--- config.mk ---
export PLATFORM = sky130hd
export DESIGN_NAME = seg_scan_display
export DESIGN_NICKNAME = d
export VERILOG_FILES = /design/src/rtl/seg_scan_display.sv
export SDC_FILE = /design/constraint.sdc
export NUM_CORES = 1
export LEC_CHECK = 0
export ABC_AREA = 0
export CAP_MARGIN = 10
export CORE_UTILIZATION = 40
export DETAILED_ROUTE_END_ITERATION = 12
export SYNTH_ARGS = -nofsm -noshare
export SYNTH_HDL_FRONTEND = slang
export SYNTH_SLANG_ARGS = --single-unit
--- constraint.sdc ---
create_clock -name clk -period 2.29 [get_ports clk]
set_input_delay 0.458 -clock clk [delete_from_list [all_inputs] [get_ports clk]]
set_output_delay 0.458 -clock clk [all_outputs]
set_load 0.01 [all_outputs]
--- src/rtl/seg_scan_display.sv ---
// Multiplexed seven-segment scanner with shadow/active double buffering and frame-aligned commit.
// Optional digit blinking is compiled in when SEG_BLINK_EN is defined.
module seg_scan_display #(
  parameter int unsigned NUM_DIGITS   = 8,
  parameter int unsigned SCAN_DIV     = 1,
  parameter int unsigned BLINK_FRAMES = 64
) (
  input  logic                  clk,
  input  logic                  rst,
  input  logic                  wr_en,
  input  logic [3:0]            wr_addr,
  input  logic [6:0]            wr_data,
  input  logic                  commit,
  input  logic [NUM_DIGITS-1:0] blink_mask,
  output logic [NUM_DIGITS-1:0] seg_com,
  output logic [6:0]            seg7,
  output logic                  busy,
  output logic                  commit_done
);

  localparam int unsigned IdxW = (NUM_DIGITS > 1) ? $clog2(NUM_DIGITS) : 1;
  localparam int unsigned DivW = (SCAN_DIV > 1) ? $clog2(SCAN_DIV) : 1;
  localparam logic [IdxW-1:0] IdxLast = IdxW'(NUM_DIGITS - 1);
  localparam logic [DivW-1:0] DivLast = DivW'(SCAN_DIV - 1);
  localparam logic [6:0] Dash = 7'b000_0001;

  logic                  run_q, run_d;
  logic [DivW-1:0]       div_q, div_d;
  logic [IdxW-1:0]       idx_q, idx_d;
  logic                  pending_q, pending_d;
  logic                  done_q, done_d;
  logic [NUM_DIGITS-1:0] com_q, com_d;
  logic [6:0]            seg_q, seg_d;
  logic [6:0]            shadow_q [NUM_DIGITS];
  logic [6:0]            shadow_d [NUM_DIGITS];
  logic [6:0]            active_q [NUM_DIGITS];
  logic [6:0]            active_d [NUM_DIGITS];

  logic            load;
  logic            boundary;
  logic            copy;
  logic [IdxW-1:0] waddr;
  logic [IdxW-1:0] rd_idx;
  logic            blank;

`ifdef SEG_BLINK_EN
  localparam int unsigned BfW = (BLINK_FRAMES > 1) ? $clog2(BLINK_FRAMES) : 1;
  localparam logic [BfW-1:0] BfLast = BfW'(BLINK_FRAMES - 1);

  logic [BfW-1:0] frame_q, frame_d;
  logic           phase_q, phase_d;
`else
  logic unused_blink;
  assign unused_blink = ^blink_mask;
`endif

  // Scan timing: the first edge out of reset only lights idx 0, then the divider runs.
  always_comb begin
    run_d    = 1'b1;
    div_d    = div_q;
    idx_d    = idx_q;
    load     = 1'b0;
    boundary = 1'b0;
    if (!run_q) begin
      load = 1'b1;
    end else if (div_q == DivLast) begin
      div_d = '0;
      load  = 1'b1;
      if (idx_q == IdxLast) begin
        idx_d    = '0;
        boundary = 1'b1;
      end else begin
        idx_d = idx_q + IdxW'(1);
      end
    end else begin
      div_d = div_q + DivW'(1);
    end
  end

  // Copy samples the pre-write shadow; a same-edge commit re-arms for the next frame.
  always_comb begin
    copy      = boundary & pending_q;
    done_d    = copy;
    pending_d = copy ? commit : (pending_q | commit);
    waddr     = wr_addr[IdxW-1:0];
    for (int i = 0; i < NUM_DIGITS; i++) begin
      shadow_d[i] = shadow_q[i];
      active_d[i] = copy ? shadow_q[i] : active_q[i];
    end
    if (wr_en && (32'(wr_addr) < NUM_DIGITS)) begin
      shadow_d[waddr] = wr_data;
    end
  end

`ifdef SEG_BLINK_EN
  always_comb begin
    frame_d = frame_q;
    phase_d = phase_q;
    if (boundary) begin
      if (frame_q == BfLast) begin
        frame_d = '0;
        phase_d = ~phase_q;
      end else begin
        frame_d = frame_q + BfW'(1);
      end
    end
  end
`endif

  // seg_com bit 0 is the rightmost digit, which holds the last buffer entry.
  always_comb begin
    rd_idx = IdxLast - idx_d;
`ifdef SEG_BLINK_EN
    blank  = ~phase_d & blink_mask[rd_idx];
`else
    blank  = 1'b0;
`endif
    com_d  = com_q;
    seg_d  = seg_q;
    if (load) begin
      com_d = ~(NUM_DIGITS'(1) << idx_d);
      seg_d = blank ? 7'b000_0000 : active_d[rd_idx];
    end
  end

  always_ff @(posedge clk) begin
    if (rst) begin
      run_q     <= 1'b0;
      div_q     <= '0;
      idx_q     <= '0;
      pending_q <= 1'b0;
      done_q    <= 1'b0;
      com_q     <= '1;
      seg_q     <= 7'b000_0000;
      for (int i = 0; i < NUM_DIGITS; i++) begin
        shadow_q[i] <= Dash;
        active_q[i] <= Dash;
      end
`ifdef SEG_BLINK_EN
      frame_q   <= '0;
      phase_q   <= 1'b1;
`endif
    end else begin
      run_q     <= run_d;
      div_q     <= div_d;
      idx_q     <= idx_d;
      pending_q <= pending_d;
      done_q    <= done_d;
      com_q     <= com_d;
      seg_q     <= seg_d;
      for (int i = 0; i < NUM_DIGITS; i++) begin
        shadow_q[i] <= shadow_d[i];
        active_q[i] <= active_d[i];
      end
`ifdef SEG_BLINK_EN
      frame_q   <= frame_d;
      phase_q   <= phase_d;
`endif
    end
  end

  assign seg_com     = com_q;
  assign seg7        = seg_q;
  assign busy        = pending_q;
  assign commit_done = done_q;

endmodule

Word level (Yosys, flattened, before mapping)
Memory sizes are Yosys's and may differ from the RTL's. Cells that the tools add are included.

Bits in registers: 22. Memory bits (writable): 112. Bits of input ports: 23. Output and inout port bits: 17. Logic and storage cells: 85. Memories: 2.

Add/sub/neg operators: 3. Order comparisons: 4. Equal/unequal tests: 1. Shift operators: 1. Mux-type cells: 44. Bitwise logic cells: 21. Reduce and logical (&&, ||, !) cells: 2.

Memories: active_q (depth 8, width 7, rd ports 8, clocked after memory_dff 0, wr ports 8, RTL line 36) `logic [6:0] active_q [NUM_DIGITS];`; shadow_q (depth 8, width 7, rd ports 8, clocked after memory_dff 0, wr ports 8, RTL line 34) `logic [6:0] shadow_q [NUM_DIGITS];`.

Operator list (number): $mux W7 (27); $bwmux W56 (1); $mux W56 (1); $bmux W7 S3 (1); $demux W7 S3 (1); $or A1 B1 Y1 (17); $mux W1 (10); $mux W3 (3); $ge A4 B4 Y1 const B (2); $not A3 Y4 (2); $not A8 Y8 (1); $shl A1 B3 Y8 const A (1); $lt A4 B1 Y1 const B (1); $lt A4 B4 Y1 const B (1); $add A3 B1 Y3 const B (1); $eq A3 B3 Y1 const B (1); $sub A3 B3 Y3 const A (1); $logic_and A1 B1 Y1 (2); $add A1 B1 Y1 const B (1); $and A1 B1 Y1 (1).

Depth between registers and ports, before layout
Word-level depth: 9. Gate-level depth with buffers: 9. Mapped depth without buffers: 7.

Least setup slack after synthesis
OpenSTA, ideal clock, no wires.

Path kind: reg2reg. From: register idx_q[0]. To: register seg_q[5], in the netlist seg7[5]. Data arrival time: 1.759 ns. Path slack: 0.415 ns. Stages on the path, launching flop included: 9. Period minus slack after synthesis: 1.875 ns. Cells stage by stage: dfxtp_1 ha_1 ha_1 o21a_1 a22oi_1 buf_2 o22ai_1 o21ai_1 nand2_1.

Word-level cells in the longest chain between the ends: 9. Elaborated cells on any way between the ends: 22. Those cells by class: add/sub (2); eq/ne (1); mux (17); bitwise (2).

Ends and longest elaborated chain: from (decl) (RTL line 29) `logic [IdxW-1:0] idx_q, idx_d;`; from (signal assigned) (RTL line 146) `idx_q <= idx_d;`; $add A3 B1 Y3 / $eq A3 B3 Y1 (equally long branches) (RTL line 73, 69); $mux W3 / $mux W1 (equally long branches) (RTL line 69) `if (idx_q == IdxLast) begin`; $mux W3 / $mux W1 (equally long branches) (RTL line 66) `end else if (div_q == DivLast) begin`; $mux W3 / $mux W1 (equally long branches) (RTL line 64) `if (!run_q) begin`; $sub A3 B3 Y3 / $and A1 B1 Y1 (equally long branches) (RTL line 112, 82); $not A3 Y4 (implied by the code) / $mux W7 (equally long branches) (RTL line 122, 88); $bmux W7 S3 * (RTL line 122) `seg_d = blank ? 7'b000_0000 : active_d[rd_idx];`; $mux W7 (implied by the code) * (2 in series) (RTL line 122); to (signal assigned) (RTL line 150) `seg_q <= seg_d;`; to (decl) (RTL line 33) `logic [6:0] seg_q, seg_d;`.

Every way passes the cells marked *; elsewhere a longest branch is shown, timed or not. The select of a mux whose other input is x is not followed. A chain may end at the register's enable or synchronous reset.

Final worst setup path
From: register idx_q[0]. To: register seg_q[6], in the netlist seg7[6].

The elaborated chain is that of the path after synthesis.

==> summary.md <==
| Metric | Value |
|---|---|
| Vias in the first global route | `3396` |
| Number of top-level pins | `40` |
| CTS tree | `built` |
| Fill cells | `1105` |
| Post-Syn Area | `0.00497 mm^2` |
| Setup_tns | `0 ns` |
| Largest net degree at the start of global routing | `53` |
| Share of cells above drive strength 1 | `0.109` |
| Main synth FF type | `dfxtp_1` |
| Data required, critical path | `2.64 ns` |
| Hold path depth | `3` |
| Critical R2R Launch | `idx_q[0]` |
| Max_slew headroom | `0.652` |
| Die height | `113 um` |
| # resized after CTS | `0` |
| P&R area growth vs syn | `21.7%` |
| CTS Buffer Depth | `2` |
| # rows | `40` |
| Worst setup path category | `register to register` |
| R2R Setup Slk | `0.23 ns` |
| PwrDens | `850 mW/mm^2` |
| Final Critical Period | `2.06 ns` |
| Final Max Tran Viols | `0` |
| IO buf count | `31` |
| RSZ-0062 raised after global routing | `false` |
| Die Area | `0.0129 mm^2` |
| Gr ovfl total | `0` |
| DR DRC count | `0` |
| CP startpoint | `idx_q[0]` |
| Synth Warn # | `0` |
| Netlist cell types | `26` |
| Sink Count | `133` |
| Final-report hold violation count | `0` |
| Diodes inserted | `0` |
| Setup crit end kind | `register` |
| DRT Pass-1 Iters | `4` |
| Post-synthesis instance total | `488` |
| Worst-Margin Slew | `0.523 ns` |
| Ys async rst share | `0` |
| Core Area | `0.0121 mm^2` |
| Worst reg2reg path endpoint | `seg7[6]` |
| Post-CTS Setup Repair Bufs | `0` |
| Status | `finished clean` |
| Reg clk slew, reported paths | `0.06 ns` |
| Peak VDD IR | `0.405 mV` |
| Layout Utilization | `0.501` |
| Hold buffer count at cts | `0` |
| Hold crit path type | `input pin to register` |
| Initial antenna violation count | `0` |
| Fin Clk Skew | `0.00620 ns` |
| WL/cell | `15.2 um` |
| All-Layer GR Usage | `0.179` |
| Seq/Total Area, Yosys | `0.536` |
| CTS root buf | `clkbuf_16` |
| First-pass GRT wire length | `17.4 mm` |
| EDFF count, synth | `0` |
| P_leak | `2.82 nW` |
| Die extent in x | `113 um` |
| ANT nets after route | `0` |
| RD Place Congestion | `0.740` |
| H-Tree Depth | `4` |
| CP max FO | `16` |
| Number of vias per cell | `4.88` |
| Setup crit end | `seg7[6]` |
| Via count | `3415` |
| Tcrit/Tclk final | `0.900` |
| Average size of a mapped cell | `10.2 um^2` |
| Detailed Route Iter0 Violations | `171` |
| Num CTS Buffers | `17` |
| Synth Register Bits | `133` |
| Final setup violation count | `0` |
| Reg2reg path depth | `7` |
| Clk Latency, worst-skew pair | `0.41 ns` |
| Syn nets | `513` |
| Crit path DAT | `2.41 ns` |
| DP HPWL | `6.53 mm` |
| Nets | `545` |
| Final Routed Wirelength | `10.6 mm` |
| Initial Util | `0.412` |
| Startpoint types | `register` |
| F_max | `485 MHz` |
| Total of max-cap violations | `0` |
## power breakdown
part / internal (W) / switching [W]
Combinational: 0.000106 / 0.000161
Sequential: 0.00234 / 0.0000158
Clock: 0.00158 / 0.000928
## final cells by class
cell class | instances | area (um^2) | area share
Sequential cell | 133 | 2660 | 0.440
Multi-Input combinational cell | 314 | 2120 | 0.351
Clock buffer | 21 | 480 | 0.0795
Timing Repair Buffer | 51 | 480 | 0.0795
Tap cell | 168 | 210 | 0.0348
Clock inverter | 10 | 80.1 | 0.0132
Inverter | 3 | 11.3 | 0.00186
## cells by family (layout without fill, tap and decap cells)
kind of cell / Yosys count / count (layout) / synth area share
AO/OA/AOI/OAI: 49 / 49 / 0.0642
adder cells (fa/ha/maj): 2 / 2 / 0.00503
buffers and inverters: 41 / 85 / 0.0400
flip-flops: 133 / 133 / 0.536
multiplexers: 114 / 114 / 0.230
AND/OR/NAND/NOR: 149 / 149 / 0.125
## cell usage in the layout, fill, tap and decap left out, drive strengths merged, types with 3 or more instances in the layout
cell type and instances:
dfxtp 133, mux2i 114, nor2 103, clkdlybuf4s50 30
o22ai 28, nand2 26, buf 21, clkbuf 21
o21ai 14, nand2b 10, clkinv 7, inv 3
nand3b 3, nor3b 3
## routing by layer
metal	GRT usage	wire, um
met1	0.235	5350
met2	0.288	4850
met3	0.0462	285
met4	0.0614	138
met5	0	0
## worst max-delay path, stage by stage, from the launching register on
cell and delay, ns:
dfxtp_1 0.35, ha_1 0.23, ha_1 0.25, or3b_4 0.42
o22a_4 0.34, o22ai_1 0.23, o21ai_1 0.10, nand2_1 0.08
## sequential cells by signal, indices dropped and copies added (netlist names)
signal and count:
active_q 56, busy 1, commit_done 1, idx_q 3
run_q 1, seg7 7, seg_com 8, shadow_q 56
## worst min path at each step
| stage | start | to | slack, ns |
|---|---|---|---|
| 2_1_floorplan | shadow_q[0][21] | shadow_q[0][21] | 0.44 |
| 3_3_place_gp | shadow_q[0][14] | shadow_q[0][14] | 0.45 |
| 3_5_place_dp | shadow_q[1][0] | shadow_q[1][0] | 0.46 |
| 4_1_cts | rst | run_q | 0.45 |
| 5_1_grt | rst | run_q | 0.46 |
| 6_report | rst | run_q | 0.47 |
## cell usage after synthesis (all sizes together) (3+ instances only)
| library cell | instances | area, um^2 |
|---|---|---|
| dfxtp | 133 | 2660 |
| mux2i | 114 | 1140 |
| nor2 | 103 | 389 |
| o22ai | 28 | 181 |
| nand2 | 26 | 97.6 |
| clkbuf | 21 | 78.8 |
| buf | 17 | 109 |
| o21ai | 14 | 70.1 |
| nand2b | 10 | 62.6 |
| inv | 3 | 11.3 |
| nand3b | 3 | 22.5 |
| nor3b | 3 | 22.5 |
## metrics by stage
stage / std cells / power (W) / setup slack, ns / hold slack (ns) / instance area (um^2)
finish: 700 / 0.00514 / 0.229 / 0.468 / 6050
detailed placement: 669 / 0.00267 / 0.160 / 0.463 / 5490
CTS: 700 / 0.00519 / 0.225 / 0.454 / 6050
global route: 700 / 0.00533 / 0.138 / 0.464 / 6050
global placement: 669 / 0.00267 / 0.192 / 0.454 / 5490
floorplan: 488 / 0.00257 / 0.415 / 0.441 / 4970
Power figures use the tool's default switching activity.
